## config.mk

```make
export PLATFORM = sky130hd
export DESIGN_NAME = collision_score_engine
export DESIGN_NICKNAME = d
export VERILOG_FILES = /design/src/rtl/collision_score_engine.sv
export SDC_FILE = /design/constraint.sdc
export NUM_CORES = 1
export LEC_CHECK = 0
export BUFFER_PORTS_ARGS = -buffer_cell sky130_fd_sc_hd__buf_2
export CAP_MARGIN = 20
export CORE_MARGIN = 10
export CORE_UTILIZATION = 38
export CTS_CLUSTER_SIZE = 10
export DETAILED_ROUTE_END_ITERATION = 6
export GPL_TIMING_DRIVEN = 0
export PLACE_DENSITY_LB_ADDON = 0.3
export SLEW_MARGIN = 20
export SYNTH_ARGS = -nofsm -noshare
export SYNTH_HDL_FRONTEND = slang
export SYNTH_SLANG_ARGS = --single-unit
```

## constraint.sdc

```tcl
create_clock -name clk -period 6.54 [get_ports clk]
set_clock_uncertainty 0.2 [all_clocks]
set_input_delay 1.308 -clock clk [delete_from_list [all_inputs] [get_ports clk]]
set_output_delay 1.308 -clock clk [all_outputs]
set_load 0.03 [all_outputs]
```

## src/rtl/collision_score_engine.sv

```systemverilog
// Multi-lane collision, progress and lives/level sequencer for the lane-crossing game.
// Registered outputs; RESPAWN/PLAY/OVER FSM gates when player inputs are evaluated.
module collision_score_engine #(
   parameter int NUM_LANES        = 6,
   parameter int W                = 10,
   parameter int LANE_X0          = 80,
   parameter int LANE_W           = 80,
   parameter int HALF_W           = 20,
   parameter int RESPAWN_CYCLES   = 2,
   parameter int LIVES            = 3,
   parameter int POINTS_PER_LEVEL = 5,
   parameter int MAX_LEVEL        = 15
) (
   input  logic                 clk,
   input  logic                 reset,
   input  logic [NUM_LANES*W-1:0] bar_pos,
   input  logic [NUM_LANES*W-1:0] bar_op,
   input  logic [W-1:0]         player_h,
   input  logic [W-1:0]         player_v,
   input  logic                 start,
   output logic [W-1:0]         points,
   output logic [3:0]           level,
   output logic [2:0]           lives,
   output logic                 reset_player,
   output logic                 hit,
   output logic [3:0]           hit_lane,
   output logic                 level_up,
   output logic                 game_over
);

   typedef enum logic [1:0] {RESPAWN, PLAY, OVER} state_t;

   localparam int CW    = W + 2;
   localparam int CNT_W = (RESPAWN_CYCLES > 1) ? $clog2(RESPAWN_CYCLES) : 1;
   localparam logic [CNT_W-1:0] CNT_LOAD = CNT_W'(RESPAWN_CYCLES - 1);

   state_t           state, state_n;
   logic [CNT_W-1:0] cnt, cnt_n;
   logic [2:0]       lives_n;
   logic [3:0]       level_n;
   logic [3:0]       prog, prog_n;
   logic [3:0]       lane_n;
   logic [W-1:0]     points_n;
   logic             hit_n, lu_n;

   logic [NUM_LANES-1:0] coll;
   logic [3:0]           first_lane;
   logic [3:0]           p;
   logic                 goal;
   logic [CW-1:0]        ph, pv, bp, bo;

   // Widened comparisons: every bound is an addition, so nothing wraps near 0.
   always_comb begin
      coll       = '0;
      first_lane = 4'd0;
      p          = 4'd0;
      bp         = '0;
      bo         = '0;
      ph         = CW'(player_h);
      pv         = CW'(player_v);
      goal       = ph >= CW'(LANE_X0 + NUM_LANES * LANE_W);
      for (int k = 0; k < NUM_LANES; k++) begin
         bp = CW'(bar_pos[k*W +: W]);
         bo = CW'(bar_op[k*W +: W]);
         coll[k] = (ph + CW'(HALF_W) > CW'(LANE_X0 + k * LANE_W))
                && (ph < CW'(LANE_X0 + (k + 1) * LANE_W + HALF_W))
                && (pv + CW'(HALF_W) > bp)
                && (pv < bp + bo + CW'(HALF_W));
         if (ph >= CW'(LANE_X0 + LANE_W / 2 + k * LANE_W))
            p = p + 4'd1;
      end
      for (int k = NUM_LANES - 1; k >= 0; k--)
         if (coll[k])
            first_lane = 4'(k);
   end

   always_comb begin
      state_n = state;
      cnt_n   = cnt;
      lives_n = lives;
      level_n = level;
      prog_n  = prog;
      lane_n  = hit_lane;
      hit_n   = 1'b0;
      lu_n    = 1'b0;
      unique case (state)
         RESPAWN: begin
            if (cnt == '0)
               state_n = PLAY;
            else
               cnt_n = cnt - 1'b1;
         end
         PLAY: begin
            if (|coll) begin
               hit_n   = 1'b1;
               lane_n  = first_lane;
               lives_n = lives - 3'd1;
               prog_n  = 4'd0;
               cnt_n   = CNT_LOAD;
               state_n = (lives == 3'd1) ? OVER : RESPAWN;
            end else if (goal) begin
               lu_n    = 1'b1;
               level_n = (level == 4'(MAX_LEVEL)) ? level : level + 4'd1;
               prog_n  = 4'd0;
               cnt_n   = CNT_LOAD;
               state_n = RESPAWN;
            end else if (p > prog) begin
               prog_n = p;
            end
         end
         OVER: begin
            if (start) begin
               lives_n = 3'(LIVES);
               level_n = 4'd0;
               prog_n  = 4'd0;
               cnt_n   = CNT_LOAD;
               state_n = RESPAWN;
            end
         end
         default: state_n = RESPAWN;
      endcase
      points_n = W'(32'(level_n) * 32'(POINTS_PER_LEVEL) + 32'(prog_n));
   end

   always_ff @(posedge clk or negedge reset) begin
      if (!reset) begin
         state        <= RESPAWN;
         cnt          <= CNT_LOAD;
         lives        <= 3'(LIVES);
         level        <= 4'd0;
         prog         <= 4'd0;
         points       <= '0;
         hit          <= 1'b0;
         hit_lane     <= 4'd0;
         level_up     <= 1'b0;
         reset_player <= 1'b1;
         game_over    <= 1'b0;
      end else begin
         state        <= state_n;
         cnt          <= cnt_n;
         lives        <= lives_n;
         level        <= level_n;
         prog         <= prog_n;
         points       <= points_n;
         hit          <= hit_n;
         hit_lane     <= lane_n;
         level_up     <= lu_n;
         reset_player <= (state_n != PLAY);
         game_over    <= (state_n == OVER);
      end
   end

endmodule

```

==> parameters.txt <==
Parameter                              Value

STA
  Hold Fails Final Rpt ... 0
  Fin Hold WS ... 0.353 ns
  Minimum clock period ... 6.60 ns
  Max-Slew Margin vs Limit ... 27.9%
  Total count of max-transition violations in the final report ... 0
  Final worst setup slack ... -0.0556 ns
  Slew at the pin closest to its max-slew limit ... 1.07 ns
  Setup repair after global routing missed its margin ... yes
  FMAX ... 0.152 GHz
  Endpoints failing setup ... 1
  Share of the clock period used by the worst path after layout ... 101%

Power and ir drop
  Design internal power ... 0.987 mW
  Worst-case vdd ir drop ... 0.132 mV
  Leakage power ... 5.65 nW
  Pwr dens ... 176 mW/mm2
  NetSw ... 0.923 mW
  Clock power share ... 7.5%
  Combinational fraction of design power ... 78.5%
  Sw frac ... 48.3%
  Sequential power share ... 14.0%

Flow run
  Max Cap Violations ... 0

Logic synthesis
  Sequential area share after synthesis ... 8.17%
  FF+latch count, synth ... 28
  Share of flip-flops with an asynchronous set or reset after synthesis ... 100%
  Netlist area before placement ... 0.00864 mm2
  Top FF cell, synth ... sky130_fd_sc_hd__dfrtp_1
  Post-synth EDFFs ... 0
  Mean instance size in the synthesized netlist ... 8.09 um2
  Count of synthesis-stage warnings from yosys ... 0
  Netlist cell types ... 78
  Post-synthesis instance total ... 1068

Outcome
  Violations in the final reports ... setup timing
  Status ... finished with violations

Final layout
  Syn-to-layout area delta ... 25.5%
  Most frequent cells in the layout ... 240 x sky130_fd_sc_hd__ha_1, 159 x sky130_fd_sc_hd__buf_2, 142 x sky130_fd_sc_hd__inv_1
  Fin nets ... 1683
  Share of post-route cells with drive strength above 1 ... 25.9%
  Most common library cell in the layout ignoring fill and taps ... sky130_fd_sc_hd__ha_1

Floorplanning
  Starting utilization of the core area ... 38.4%
  Die area ... 0.0292 mm2
  Vertical die dimension ... 171 um
  Row count ... 55
  Die X-Extent ... 171 um
  Area of the core ... 0.0225 mm2
  Number of top-level design ports ... 168

Route
  Total routed wirelength ... 26300 um
  DRC ... 0
  Antenna violation net count after detailed routing ... 0
  Wirelength per Cell ... 16.8 um
  Vias per Instance ... 5.46
  Vias after detailed routing ... 8517
  Number of iterations in the first detailed-routing pass ... 5
  Number of DRC markers in iteration 0 ... 473

Clock tree
  Clock buffer depth ... 2
  TritonCTS clock tree ... built
  Worst-Skew Late Latency ... 0.26 ns
  Number of H-tree branching levels ... 1
  Hold buffers post-CTS ... 0
  Number of sinks on the clock net ... 28
  Num CTS Buffers ... 3
  Worst-path clk slew ... 0.07 ns
  CTS root buf ... sky130_fd_sc_hd__clkbuf_16

Setup path
  Critical path class ... input port to flop
  Launching element type of the critical path ... input port
  Critical path required time ... 6.53 ns
  Arrival time at the worst endpoint ... 6.58 ns
  Element type at the critical path end ... flop
  Worst-path maximum fanout ... 6

GRT
  Wire length of the first global-routing pass ... 41600 um
  Total GRT Usage ... 17.3%
  Antenna violations before repair ... 6
  Total grt overflow ... 0
  Largest net degree at the start of global routing ... 29
  Vias in the first global route ... 8544

Place
  Buffers added on ports ... 161
  Post-placement worst setup slack ... -0.858 ns
  Post-detail-place hpwl ... 21200 um
  Final weighted congestion in routability-driven placement ... 0.877

Min path
  Path type of the worst min-delay path ... flop to flop
[flip-flops by register name, summed over array words and instances, names as in the netlist]
name / cells
points: 7
level: 4
prog: 4
hit_lane: 3
lives: 3
state: 2
cnt: 1
game_over: 1
hit: 1
level_up: 1
reset_player: 1
[per-stage QoR]
step / instance area (um2) / TNS [ns] / utilization [%] / power [mW] / std cells
after global placement: 9930 / -3.11 / 44.1 / 1.53 / 1517
after floorplan: 8770 / 0 / - / 1.21 / 1071
after detailed placement: 9930 / -3.54 / 44.1 / 1.55 / 1517
after CTS: 10500 / 0 / 46.7 / 1.83 / 1539
after global routing: 10800 / -0.772 / 48.2 / 2.11 / 1559
final: 10800 / -0.0556 / 48.2 / 1.91 / 1561
[power by group through the flow]
stage	clock [mW]	sequential, mW	combinational, mW
floorplan	0	0.330	0.883
CTS	0.144	0.266	1.42
detailed placement	0	0.269	1.28
global route	0.154	0.272	1.68
finish	0.144	0.267	1.50
global placement	0	0.269	1.26
[final cells by class]
type | instances | area, um2
flip-flops and latches | 28 | 706
repair buffers | 197 | 1100
fillers | 2178 | 11700
inverters | 147 | 552
well taps | 285 | 357
multi-input cells | 880 | 7900
diodes | 5 | 12.5
clock buffers | 4 | 78.8
plain buffers | 15 | 135
[final timing paths]
path / slack (ns) / depth (start not counted) / from / to
setup / recovery: -0.06 / 27 / player_h[5] / points[5]
min in group asynchronous: 0.87 / 1 / reset / game_over
hold / removal: 0.35 / 1 / prog[0] / prog[0]
setup reg to reg: 2.83 / 14 / state[1] / points[5]
max in group asynchronous: 4.85 / 1 / reset / hit_lane[0]
hold reg to reg: 0.35 / 1 / prog[0] / prog[0]
[logic make-up (layout without fill, tap and decap cells)]
kind of cell | after synthesis | count (layout) | synth area share, %
AND/OR/NAND/NOR | 231 | 231 | 13.6
flip-flops | 28 | 28 | 8.17
AO/OA/AOI/OAI | 311 | 311 | 24.5
other | 1 | 9 | 0.0434
buffers and inverters | 163 | 363 | 7.30
adder cells (fa/ha/maj) | 268 | 268 | 39.5
XOR/XNOR | 59 | 59 | 5.98
multiplexers | 7 | 7 | 0.854
[cells in the mapped netlist, drive strengths merged (4+ instances only)]
master | n | area, um2
nor3 | 12 | 70.1
inv | 147 | 552
o41ai | 5 | 62.6
and2 | 7 | 48.8
a21o | 37 | 278
xnor2 | 28 | 245
a22oi | 4 | 35.0
dfrtp | 24 | 601
fa | 8 | 160
nand3 | 30 | 163
o21a | 11 | 82.6
buf | 7 | 45.0
nor2 | 56 | 210
ha | 260 | 3250
a2bb2oi | 5 | 50.0
clkbuf | 9 | 33.8
o31ai | 4 | 30.0
nand2 | 52 | 195
o21bai | 14 | 105
nand4 | 21 | 131
dfstp | 4 | 105
nand2b | 11 | 68.8
a31oi | 8 | 50.1
o21ai | 57 | 285
a211o | 6 | 52.6
a311oi | 4 | 35.0
xor2 | 31 | 272
nor2b | 18 | 113
a221oi | 6 | 52.6
o211ai | 10 | 80.1
a21boi | 5 | 37.5
a211oi | 14 | 110
a32o | 4 | 40.0
a21oi | 84 | 432
and3 | 7 | 48.8
mux2i | 4 | 40.0
[layer usage]
layer / GRT usage [%] / vias up / routed length, um
li1: - / 4317 / -
met1: 21.7 / 3948 / 11500
met2: 29.6 / 207 / 12500
met3: 3.32 / 43 / 1690
met4: 4.39 / 2 / 544
met5: 0 / - / 13
[worst max-delay path, cell delays in order]
cell                        delay [ns]
sky130_fd_sc_hd__clkbuf_4         0.16
sky130_fd_sc_hd__buf_8            0.14
sky130_fd_sc_hd__nand2_2          0.08
sky130_fd_sc_hd__nor2_2           0.06
sky130_fd_sc_hd__a2111oi_4        0.37
sky130_fd_sc_hd__ha_4             0.29
sky130_fd_sc_hd__xnor2_4          0.14
sky130_fd_sc_hd__xor2_2           0.16
sky130_fd_sc_hd__ha_1             0.33
sky130_fd_sc_hd__nor2_2           0.04
sky130_fd_sc_hd__a21oi_2          0.15
sky130_fd_sc_hd__ha_2             0.29
sky130_fd_sc_hd__mux2_4           0.29
sky130_fd_sc_hd__ha_4             0.23
sky130_fd_sc_hd__nor2b_1          0.13
sky130_fd_sc_hd__o21ai_1          0.15
sky130_fd_sc_hd__nand2b_1         0.10
sky130_fd_sc_hd__a21oi_2          0.19
sky130_fd_sc_hd__a41oi_4          0.06
sky130_fd_sc_hd__o41ai_4          0.45
sky130_fd_sc_hd__a32oi_2          0.11
sky130_fd_sc_hd__fa_1             0.58
sky130_fd_sc_hd__inv_2            0.05
sky130_fd_sc_hd__ha_4             0.23
sky130_fd_sc_hd__a21o_1           0.20
sky130_fd_sc_hd__a21oi_2          0.16
sky130_fd_sc_hd__xnor2_1          0.14
[timing repair]
action,CTS,global route
pin swaps,50,44
resized for setup,70,47
setup endpoints to repair,5,5
setup buffers,18,18
hold endpoints to repair,0,0
(Power assumes the default switching activity.)
